File: config.mk
export PLATFORM = sky130hd
export DESIGN_NAME = instr_fetch_decode
export DESIGN_NICKNAME = d
export VERILOG_FILES = /design/src/rtl/instr_fetch_decode.sv
export SDC_FILE = /design/constraint.sdc
export NUM_CORES = 1
export LEC_CHECK = 0
export CAP_MARGIN = 20
export CORE_UTILIZATION = 52
export DETAILED_ROUTE_END_ITERATION = 16
export PLACE_DENSITY = 0.92
export SYNTH_ARGS = -nofsm -noshare
export SYNTH_HDL_FRONTEND = slang
export SYNTH_SLANG_ARGS = --single-unit
File: constraint.sdc
create_clock -name clk -period 15.33 [get_ports clk]
set_clock_uncertainty 0.05 [all_clocks]
set_input_delay 1.533 -clock clk [delete_from_list [all_inputs] [get_ports clk]]
set_output_delay 1.533 -clock clk [all_outputs]
set_load 0.01 [all_outputs]
File: src/rtl/instr_fetch_decode.sv
// Fetch/decode stage feeding ctrl_unit: Z register, EXTEND/INDEX handling, field split.
// Optional saturating fetch counter enabled by IFD_FETCH_COUNT_EN.
module instr_fetch_decode #(
    parameter logic [11:0] RESET_ADDR  = 12'o4000,
    parameter logic [14:0] EXTEND_WORD = 15'o00006
) (
    input  logic        clk,
    input  logic        rst_n,
    output logic        mem_rd_req,
    output logic [11:0] mem_rd_addr,
    input  logic        mem_rd_ack,
    input  logic [14:0] mem_rd_data,
    output logic        dec_valid,
    input  logic        dec_ready,
    output logic [2:0]  Op,
    output logic [1:0]  QC,
    output logic        PC,
    output logic [11:0] Addr12,
    output logic [9:0]  Addr10,
    output logic        extracode,
    output logic [14:0] instr_word,
    output logic [11:0] instr_addr,
    input  logic        redirect_valid,
    input  logic [11:0] redirect_addr,
    input  logic        index_valid,
    input  logic [14:0] index_value,
    output logic [15:0] fetch_count
);

    typedef enum logic [1:0] {
        S_IDLE,
        S_FETCH,
        S_HOLD
    } state_t;

    state_t      state_q;
    logic [11:0] z_q;
    logic        extend_q;
    logic        index_pend_q;
    logic [14:0] idx_q;
    logic        discard_q;
    logic [14:0] word_q;
    logic [11:0] addr_q;
    logic        extra_q;

    logic [14:0] word_d;
    logic        take_ack;
    logic        is_ext;
    logic        ext_index;

    function automatic logic [14:0] oc_add(input logic [14:0] a, input logic [14:0] b);
        logic [15:0] s;
        s = {1'b0, a} + {1'b0, b};
        return s[14:0] + {14'd0, s[15]};
    endfunction

    always_comb begin
        word_d    = index_pend_q ? oc_add(mem_rd_data, idx_q) : mem_rd_data;
        take_ack  = (state_q == S_FETCH) && mem_rd_ack && !discard_q && !redirect_valid;
        is_ext    = (word_d == EXTEND_WORD) && !extend_q;
        ext_index = extra_q && (word_q[14:12] == 3'b101) && (word_q[11:10] == 2'b00);
    end

    // Later assignments in the block override earlier ones: redirect, then index.
    always_ff @(posedge clk) begin
        if (!rst_n) begin
            state_q      <= S_IDLE;
            z_q          <= RESET_ADDR;
            extend_q     <= 1'b0;
            index_pend_q <= 1'b0;
            idx_q        <= '0;
            discard_q    <= 1'b0;
            word_q       <= '0;
            addr_q       <= '0;
            extra_q      <= 1'b0;
        end else begin
            unique case (state_q)
                S_IDLE: state_q <= S_FETCH;
                S_FETCH: begin
                    if (mem_rd_ack) begin
                        discard_q <= 1'b0;
                    end
                    if (take_ack) begin
                        index_pend_q <= 1'b0;
                        z_q          <= z_q + 12'd1;
                        if (is_ext) begin
                            extend_q <= 1'b1;
                        end else begin
                            word_q  <= word_d;
                            addr_q  <= z_q;
                            extra_q <= extend_q;
                            state_q <= S_HOLD;
                        end
                    end
                end
                S_HOLD: begin
                    if (dec_ready) begin
                        state_q <= S_FETCH;
                        if (!ext_index) extend_q <= 1'b0;
                    end
                end
                default: state_q <= S_IDLE;
            endcase
            if (redirect_valid) begin
                z_q          <= redirect_addr;
                extend_q     <= 1'b0;
                index_pend_q <= 1'b0;
                // Outstanding request still gets its ack; that data is stale.
                if (state_q == S_FETCH && !mem_rd_ack) discard_q <= 1'b1;
                if (state_q == S_HOLD) state_q <= S_FETCH;
            end
            if (index_valid) begin
                idx_q        <= index_value;
                index_pend_q <= 1'b1;
            end
        end
    end

    assign mem_rd_req  = (state_q == S_FETCH);
    assign mem_rd_addr = mem_rd_req ? z_q : 12'd0;
    assign dec_valid   = (state_q == S_HOLD);
    assign Op          = word_q[14:12];
    assign QC          = word_q[11:10];
    assign PC          = word_q[9];
    assign Addr12      = word_q[11:0];
    assign Addr10      = word_q[9:0];
    assign extracode   = extra_q;
    assign instr_word  = word_q;
    assign instr_addr  = addr_q;

`ifdef IFD_FETCH_COUNT_EN
    logic [15:0] fcnt_q;

    always_ff @(posedge clk) begin
        if (!rst_n) begin
            fcnt_q <= '0;
        end else if (take_ack && fcnt_q != 16'hFFFF) begin
            fcnt_q <= fcnt_q + 16'd1;
        end
    end

    assign fetch_count = fcnt_q;
`else
    assign fetch_count = 16'd0;
`endif

endmodule
==> out/metrics.yaml, run 1 <==
worst_setup_path:
  cp_common_cell: "ha_1"
  endpoint_kind: "register"
  worstSetupEndpoint: "instr_word[12]"
  path_cells: "clkdlybuf4s50_1, ha_1, o211ai_1, o21a_1, nor3_1, o41a_1, a21o_1, a21o_1, ha_1, ha_1, nand2_1, or4b_1, nor4b_1, xnor2_1, a21oi_1, or4_4, or4_1, a21oi_1, nor3_1"
  slowest_stage: "or4_1"
  reg2regPathDepth: 18
  rrSetupSlack_ns: 9.49
  reg2reg_to: "instr_word[12]"
  path_class: "in -> reg"
  required_ns: 15.46
  r2r_start: "idx_q[4]"
  crit_fanout: 27
  max_stage_delay_ns: 0.86
  critPathLaunchType: "primary input"
  crit_arrival_ns: 7.29
  crit_start: "mem_rd_data[4]"
timing:
  fin_tns_setup_ns: 0
  worst_slew_pin_slew_ns: 0.9697
  hold_viol_final: 0
  finalCriticalPeriod_ns: 7.161
  timing.fmax_mhz: 139.6
  slew_viol_final: 0
  rsz0062_at_grt: "false"
  setup_viol: 0
  maxSlewHeadroom_pct: 35.15
  finalCritPeriodShare_pct: 46.71
synthesis:
  async_flop_share_pct: 0
  synth_cell_types: 64
  synth_area_um2: 4370
  synth_top_cell_area_share_pct: 27.48
  yosys_register_bits: 60
  ys_warn_count: 0
  syn-instance-count: 562
  yosys.area.top_type: "dfxtp_1"
  synthFlopType: "dfxtp_1"
  synth_edf_count: 0
  ys_seq_area_share_pct: 27.48
  synth_area_leaders: "dfxtp_1, buf_4, a21oi_1"
  avgSynthCellArea_um2: 7.777
place:
  place_area_um2: 5276
  dpl.hpwl_um: 9017
  place.gp.congestion: 0.9208
  portBuffers: 117
final_layout:
  fin_nets: 704
  layout_commonest_cell: "clkdlybuf4s50_1"
  final_area_um2: 5534
  layout_common_cells: "clkdlybuf4s50_1, nor2_1, dfxtp_1"
  final.fill_count: 679
  drive_gt1_share_pct: 4.702
  areaGrowthSynthToFinish_pct: 26.62
  antenna_cells: 0
status:
  status: "finished, final reports clean"
cts:
  cts-root-buf: "clkbuf_8"
  numCtsBuffers: 9
  cts-resized-gates: 0
  hold_buffers: 0
  clk_pin_slew_ns: 0.07
  cts_tree: "built"
  clock_path_buffers: 2
  clock_latency_ns: 0.35
  h-tree-depth: 3
  cts_sinks: 60
  post_cts_buffers: 0
routing:
  drc: 0
  route.vias.total: 4465
  first_iter_violations: 362
  wirelength_um: 12310
  avgRoutedWirePerCell_um: 16.57
  vias_per_cell: 6.009
  drt_first_pass_iters: 6
  drtAntennaViolNets: 0
grt:
  grt_max_degree: 56
  first_global_vias: 4256
  grt-ovfl-total: 0
  grt_use_met3_pct: 4.693
  grt_antenna_before_repair: 0
  grt_usage_pct: 28.41
  met1_usage_pct: 34.43
  busiest_layer: "met2"
  grt_util_met2_pct: 49.33
  grt_pass1_wl_um: 19560
floorplanning:
  dieArea_um2: 8775
  start_util_pct: 53.46
  die_w_um: 93.68
  die_h_um: 93.68
  core-area_um2: 8175
  num_rows: 33
  io_pins: 134
job:
  max-cap-violations: 0
min_path:
  hold_class: "reg -> reg"
power_and_ir_drop:
  clkPwrFrac_pct: 38.7
  peakVddDrop_mv: 0.05015
  p_switching_uw: 141.3
  p_comb_share_pct: 25.3
  p_per_area_nw_per_um2: 86.16
  power_leakage_uw: 0.002128
  p_int_uw: 335.6
  swShare_pct: 29.62
  sequentialPowerShare_pct: 36.0
metrics by stage:
step	std cells	util, %	power, uW	hold WS [ns]	worst slack [ns]
finish	743	67.69	476.8	0.4353	8.169
global route	743	67.69	496.7	0.4496	7.848
CTS	743	67.69	475.4	0.4343	8.300
detailed placement	727	64.54	292.1	0.4242	8.034
global placement	727	64.54	287.0	0.4123	8.206
floorplan	577	-	254.9	0.4017	9.357
how the worst min path moves through the flow:
stage                     slack, ns      startpoint        endpoint  cells after the start
after global placement         0.41   instr_addr[0]   instr_addr[0]                      2
after CTS                      0.43   instr_addr[0]   instr_addr[0]                      2
after detailed placement       0.42   instr_addr[0]   instr_addr[0]                      2
after global routing           0.45  instr_addr[10]  instr_addr[10]                      2
final                          0.44   instr_addr[6]   instr_addr[6]                      2
after floorplan                0.40        extend_q       extracode                      2
worst max-delay path, delay by kind of cell:
| family | cells | cell delay, ns |
|---|---|---|
| simple gates | 7 | 2.94 |
| buf+inv | 1 | 0.44 |
| fa+ha+maj | 3 | 0.79 |
| compound gates | 7 | 1.42 |
| xor+xnor | 1 | 0.16 |
kinds of logic after synthesis:
family,synth area share [%]
multiplexers,4.122
other,0.08580
adder cells (fa/ha/maj),6.756
AO/OA/AOI/OAI,21.33
flip-flops,27.48
AND/OR/NAND/NOR,22.70
buffers and inverters,11.91
XOR/XNOR,5.611
state kept, by name (all words and copies together), names as in the netlist, named ones only:
| name | flops |
|---|---|
| extend_q | 1 |
| extracode | 1 |
| idx_q | 15 |
| index_pend_q | 1 |
| instr_addr | 12 |
| instr_word | 15 |
| state_q | 2 |
| z_q | 12 |
power groups by stage:
stage | clock [uW] | combinational (uW) | sequential, uW
finish | 185 | 121 | 171
CTS | 186 | 119 | 171
global placement | 0 | 113 | 174
detailed placement | 0 | 118 | 175
floorplan | 0 | 82.6 | 172
global route | 193 | 131 | 172
metal layers:
layer  up-vias  part of all wire, %
li1       2083                    -
met1      2085                   42
met2       251                   48
met3        46                  7.6
met4         0                  2.9
met5         -                    0
synthesized netlist by cell type, types with 3 or more instances:
master	number
nor2_1	62
dfxtp_1	60
a21oi_1	55
buf_4	46
nand3_1	31
nand2_1	28
o21ai_0	27
clkbuf_1	22
ha_1	22
xnor2_1	20
mux2i_1	18
nor3_1	15
and2_1	14
inv_1	13
and3_1	11
o21ai_1	11
o211ai_1	8
o21a_1	8
or3_1	8
xor2_1	8
a211oi_1	5
a21o_1	5
a31oi_1	5
nor4_1	4
nand2b_1	3
nand3b_1	3
area by class of cell:
cell class / count / area, um2 / area share, %
clock buffers: 11 / 151.4 / 2.736
clock inverters: 5 / 106.4 / 1.922
inverters: 14 / 52.55 / 0.9496
multi-input cells: 429 / 2705 / 48.88
flip-flops and latches: 60 / 1201 / 21.70
well taps: 105 / 131.4 / 2.374
repair buffers: 119 / 1186 / 21.43
Power figures use the tool's default switching activity.
==> inputs of run 2 (changes only) <==
Settings changed: CORE_UTILIZATION 52 to 48, PLACE_DENSITY 0.92 to 0.86.
Clock period 15.33 ns to 6.9 ns, I/O delays scaled along.
==> run 2 against run 1 <==
Via count shrank 2.5%. Critical endpoint is now instr_word[9]. Clock power grew 75%. Wire length down 4.8%.
==> out/metrics.yaml, run 2 (same netlist as run 1, synthesis figures left out) <==
grt:
  grt_antenna_before_repair: 0  # unchanged
  grt-ovfl-total: 0  # unchanged
  first_global_vias: 4100  # was 4256
  grt_usage_pct: 24.77  # was 28.41%
  grt_pass1_wl_um: 19250  # was 19560 um
  grt_max_degree: 56  # unchanged
cts:
  hold_buffers: 0  # unchanged
  numCtsBuffers: 9  # unchanged
  post_cts_buffers: 0  # unchanged
  clk_pin_slew_ns: 0.08  # was 0.07 ns
  clock_path_buffers: 2  # unchanged
  clock_latency_ns: 0.35  # about the same
  cts-resized-gates: 0  # unchanged
  h-tree-depth: 3  # unchanged
  cts-root-buf: "clkbuf_8"  # unchanged
  cts_sinks: 60  # unchanged
  cts_tree: "built"  # unchanged
min_path:
  min_from: "instr_addr[0]"  # was instr_addr[6]
  hold_class: "reg -> reg"  # unchanged
worst_setup_path:
  r2r_start: "idx_q[4]"  # unchanged
  path_cells: "clkdlybuf4s50_1, ha_1, o211ai_1, o21a_1, nor3_1, o41a_1, a21o_1, a21o_1, ha_1, ha_1, nand2_1, or4b_1, nor4b_1, xnor2_1, a21oi_1, or4_4, or4_1, a21oi_1, a211oi_1"  # was clkdlybuf4s50_1, ha_1, o211ai_1, o21a_1, nor3_1, o41a_1, a21o_1, a21o_1, ha_1, ha_1, nand2_1, or4b_1, nor4b_1, xnor2_1, a21oi_1, or4_4, or4_1, a21oi_1, nor3_1
  slowest_stage: "or4_1"  # unchanged
  crit_start: "mem_rd_data[4]"  # unchanged
  path_class: "in -> reg"  # unchanged
  crit_fanout: 27  # unchanged
  max_stage_delay_ns: 0.83  # was 0.86 ns
  required_ns: 7.04  # was 15.46 ns
  crit_arrival_ns: 6.46  # was 7.29 ns
  cp_common_cell: "ha_1"  # unchanged
  rrSetupSlack_ns: 1.06  # was 9.49 ns
  endpoint_kind: "register"  # unchanged
  critPathLaunchType: "primary input"  # unchanged
final_layout:
  antenna_cells: 0  # unchanged
  drive_gt1_share_pct: 4.710  # was 4.702%
  areaGrowthSynthToFinish_pct: 25.28  # was 26.62%
  final_cells: 745  # was 743
  layout_common_cells: "clkdlybuf4s50_1, nor2_1, dfxtp_1"  # unchanged
  final.fill_count: 768  # was 679
  fin_nets: 703  # was 704
  layout_commonest_cell: "clkdlybuf4s50_1"  # unchanged
timing:
  fin_tns_setup_ns: 0  # unchanged
  timing.fmax_mhz: 158.1
  rsz0062_at_grt: "false"  # unchanged
  hold_viol_final: 0  # unchanged
  maxSlewHeadroom_pct: 29.16  # was 35.15%
  finalCriticalPeriod_ns: 6.326
  setup_viol: 0  # unchanged
  setup_ws_ns: 0.5737  # was 8.169 ns
  finalCritPeriodShare_pct: 91.69
  worst_slew_pin_slew_ns: 1.061  # was 0.9697 ns
  slew_viol_final: 0  # unchanged
  holdWs_ns: 0.4326  # was 0.4353 ns
place:
  place.gp.congestion: 0.8704  # was 0.9208
  dpl.hpwl_um: 8623  # was 9017 um
  portBuffers: 117  # unchanged
  place_ws_ns: 0.4278  # was 8.034 ns
  dp.cells: 729  # was 727
floorplanning:
  start_util_pct: 49.87  # was 53.46%
  io_pins: 134  # unchanged
  die_h_um: 97.42  # was 93.68 um
  core-area_um2: 8763  # was 8175 um2
  dieArea_um2: 9491  # was 8775 um2
  num_rows: 34  # was 33
  die_w_um: 97.42  # was 93.68 um
power_and_ir_drop:
  finalPower_uw: 968.0  # was 476.8 uW
  peakVddDrop_mv: 0.08583  # was 0.05015 mV
  power_leakage_uw: 0.002092  # was 0.002128 uW
  p_per_area_nw_per_um2: 176.8  # was 86.16 nW/um2
routing:
  met3WireLength_um: 946  # was 930 um
  wirelength_um: 11730  # was 12310 um
  drt_first_pass_iters: 5  # was 6
  met1_length_um: 4924  # was 5119 um
  drtAntennaViolNets: 0  # unchanged
  routed.top_layer: "met4"  # unchanged
  vias_per_cell: 5.844  # was 6.009
  route.vias.total: 4354  # was 4465
  avgRoutedWirePerCell_um: 15.74  # was 16.57 um
  first_iter_violations: 244  # was 362
  drc: 0  # unchanged
  wl_met2_um: 5497  # was 5910 um
job:
  max-cap-violations: 0  # unchanged
status:
  status: "finished, final reports clean"  # unchanged
-- run 2: power breakdown --
| part | leakage [uW] | switching, uW | total (uW) | internal [uW] |
|---|---|---|---|---|
| clock | 0.0000958 | 155 | 323 | 168 |
| combinational | 0.00151 | 142 | 264 | 122 |
| sequential | 0.000491 | 18.4 | 380 | 362 |
| total | 0.00209 | 316 | 968 | 652 |
-- run 2: path summary, 6_finish.rpt --
kind	to	cells past startpoint
max	instr_word[9]	19
min	instr_addr[0]	2
max reg2reg	instr_word[9]	18
min reg2reg	instr_addr[0]	2
-- run 2: per-stage QoR --
| stage | util, % | cell area, um2 |
|---|---|---|
| 2_1_floorplan | - | 4427 |
| 5_1_grt | 62.48 | 5475 |
| 6_report | 62.48 | 5475 |
| 3_5_place_dp | 60.19 | 5275 |
| 3_3_place_gp | 60.19 | 5275 |
| 4_1_cts | 62.48 | 5475 |
-- run 2: routing by layer --
layer / up-vias / track usage (%)
li1: 2078 / -
met1: 2026 / 30.86
met2: 217 / 40.99
met3: 33 / 4.892
met4: 0 / 11.65
met5: - / 0
-- run 2: layout make-up --
class                           instances  area (um2)  share of cell area (%)
Timing Repair Buffer                  118        1179                   21.53
Tap cell                              108       135.1                   2.468
Clock inverter                          7       76.32                   1.394
Sequential cell                        60        1201                   21.94
Clock buffer                            9       123.9                   2.262
Multi-Input combinational cell        429        2708                   49.45
Inverter                               14       52.55                  0.9598
-- run 2: worst max-delay path, delay by kind of cell --
family          cells  cell delay, ns
simple gates        6            2.91
compound gates      8            1.46
fa+ha+maj           3            0.77
buf+inv             1            0.43
xor+xnor            1            0.19
==> inputs of run 3 (changes only) <==
Settings changed: ABC_CLOCK_PERIOD_IN_PS set to 6900.
==> results of run 3 <==
No change in the layout: final DEF, timing and power equal those of run 2.
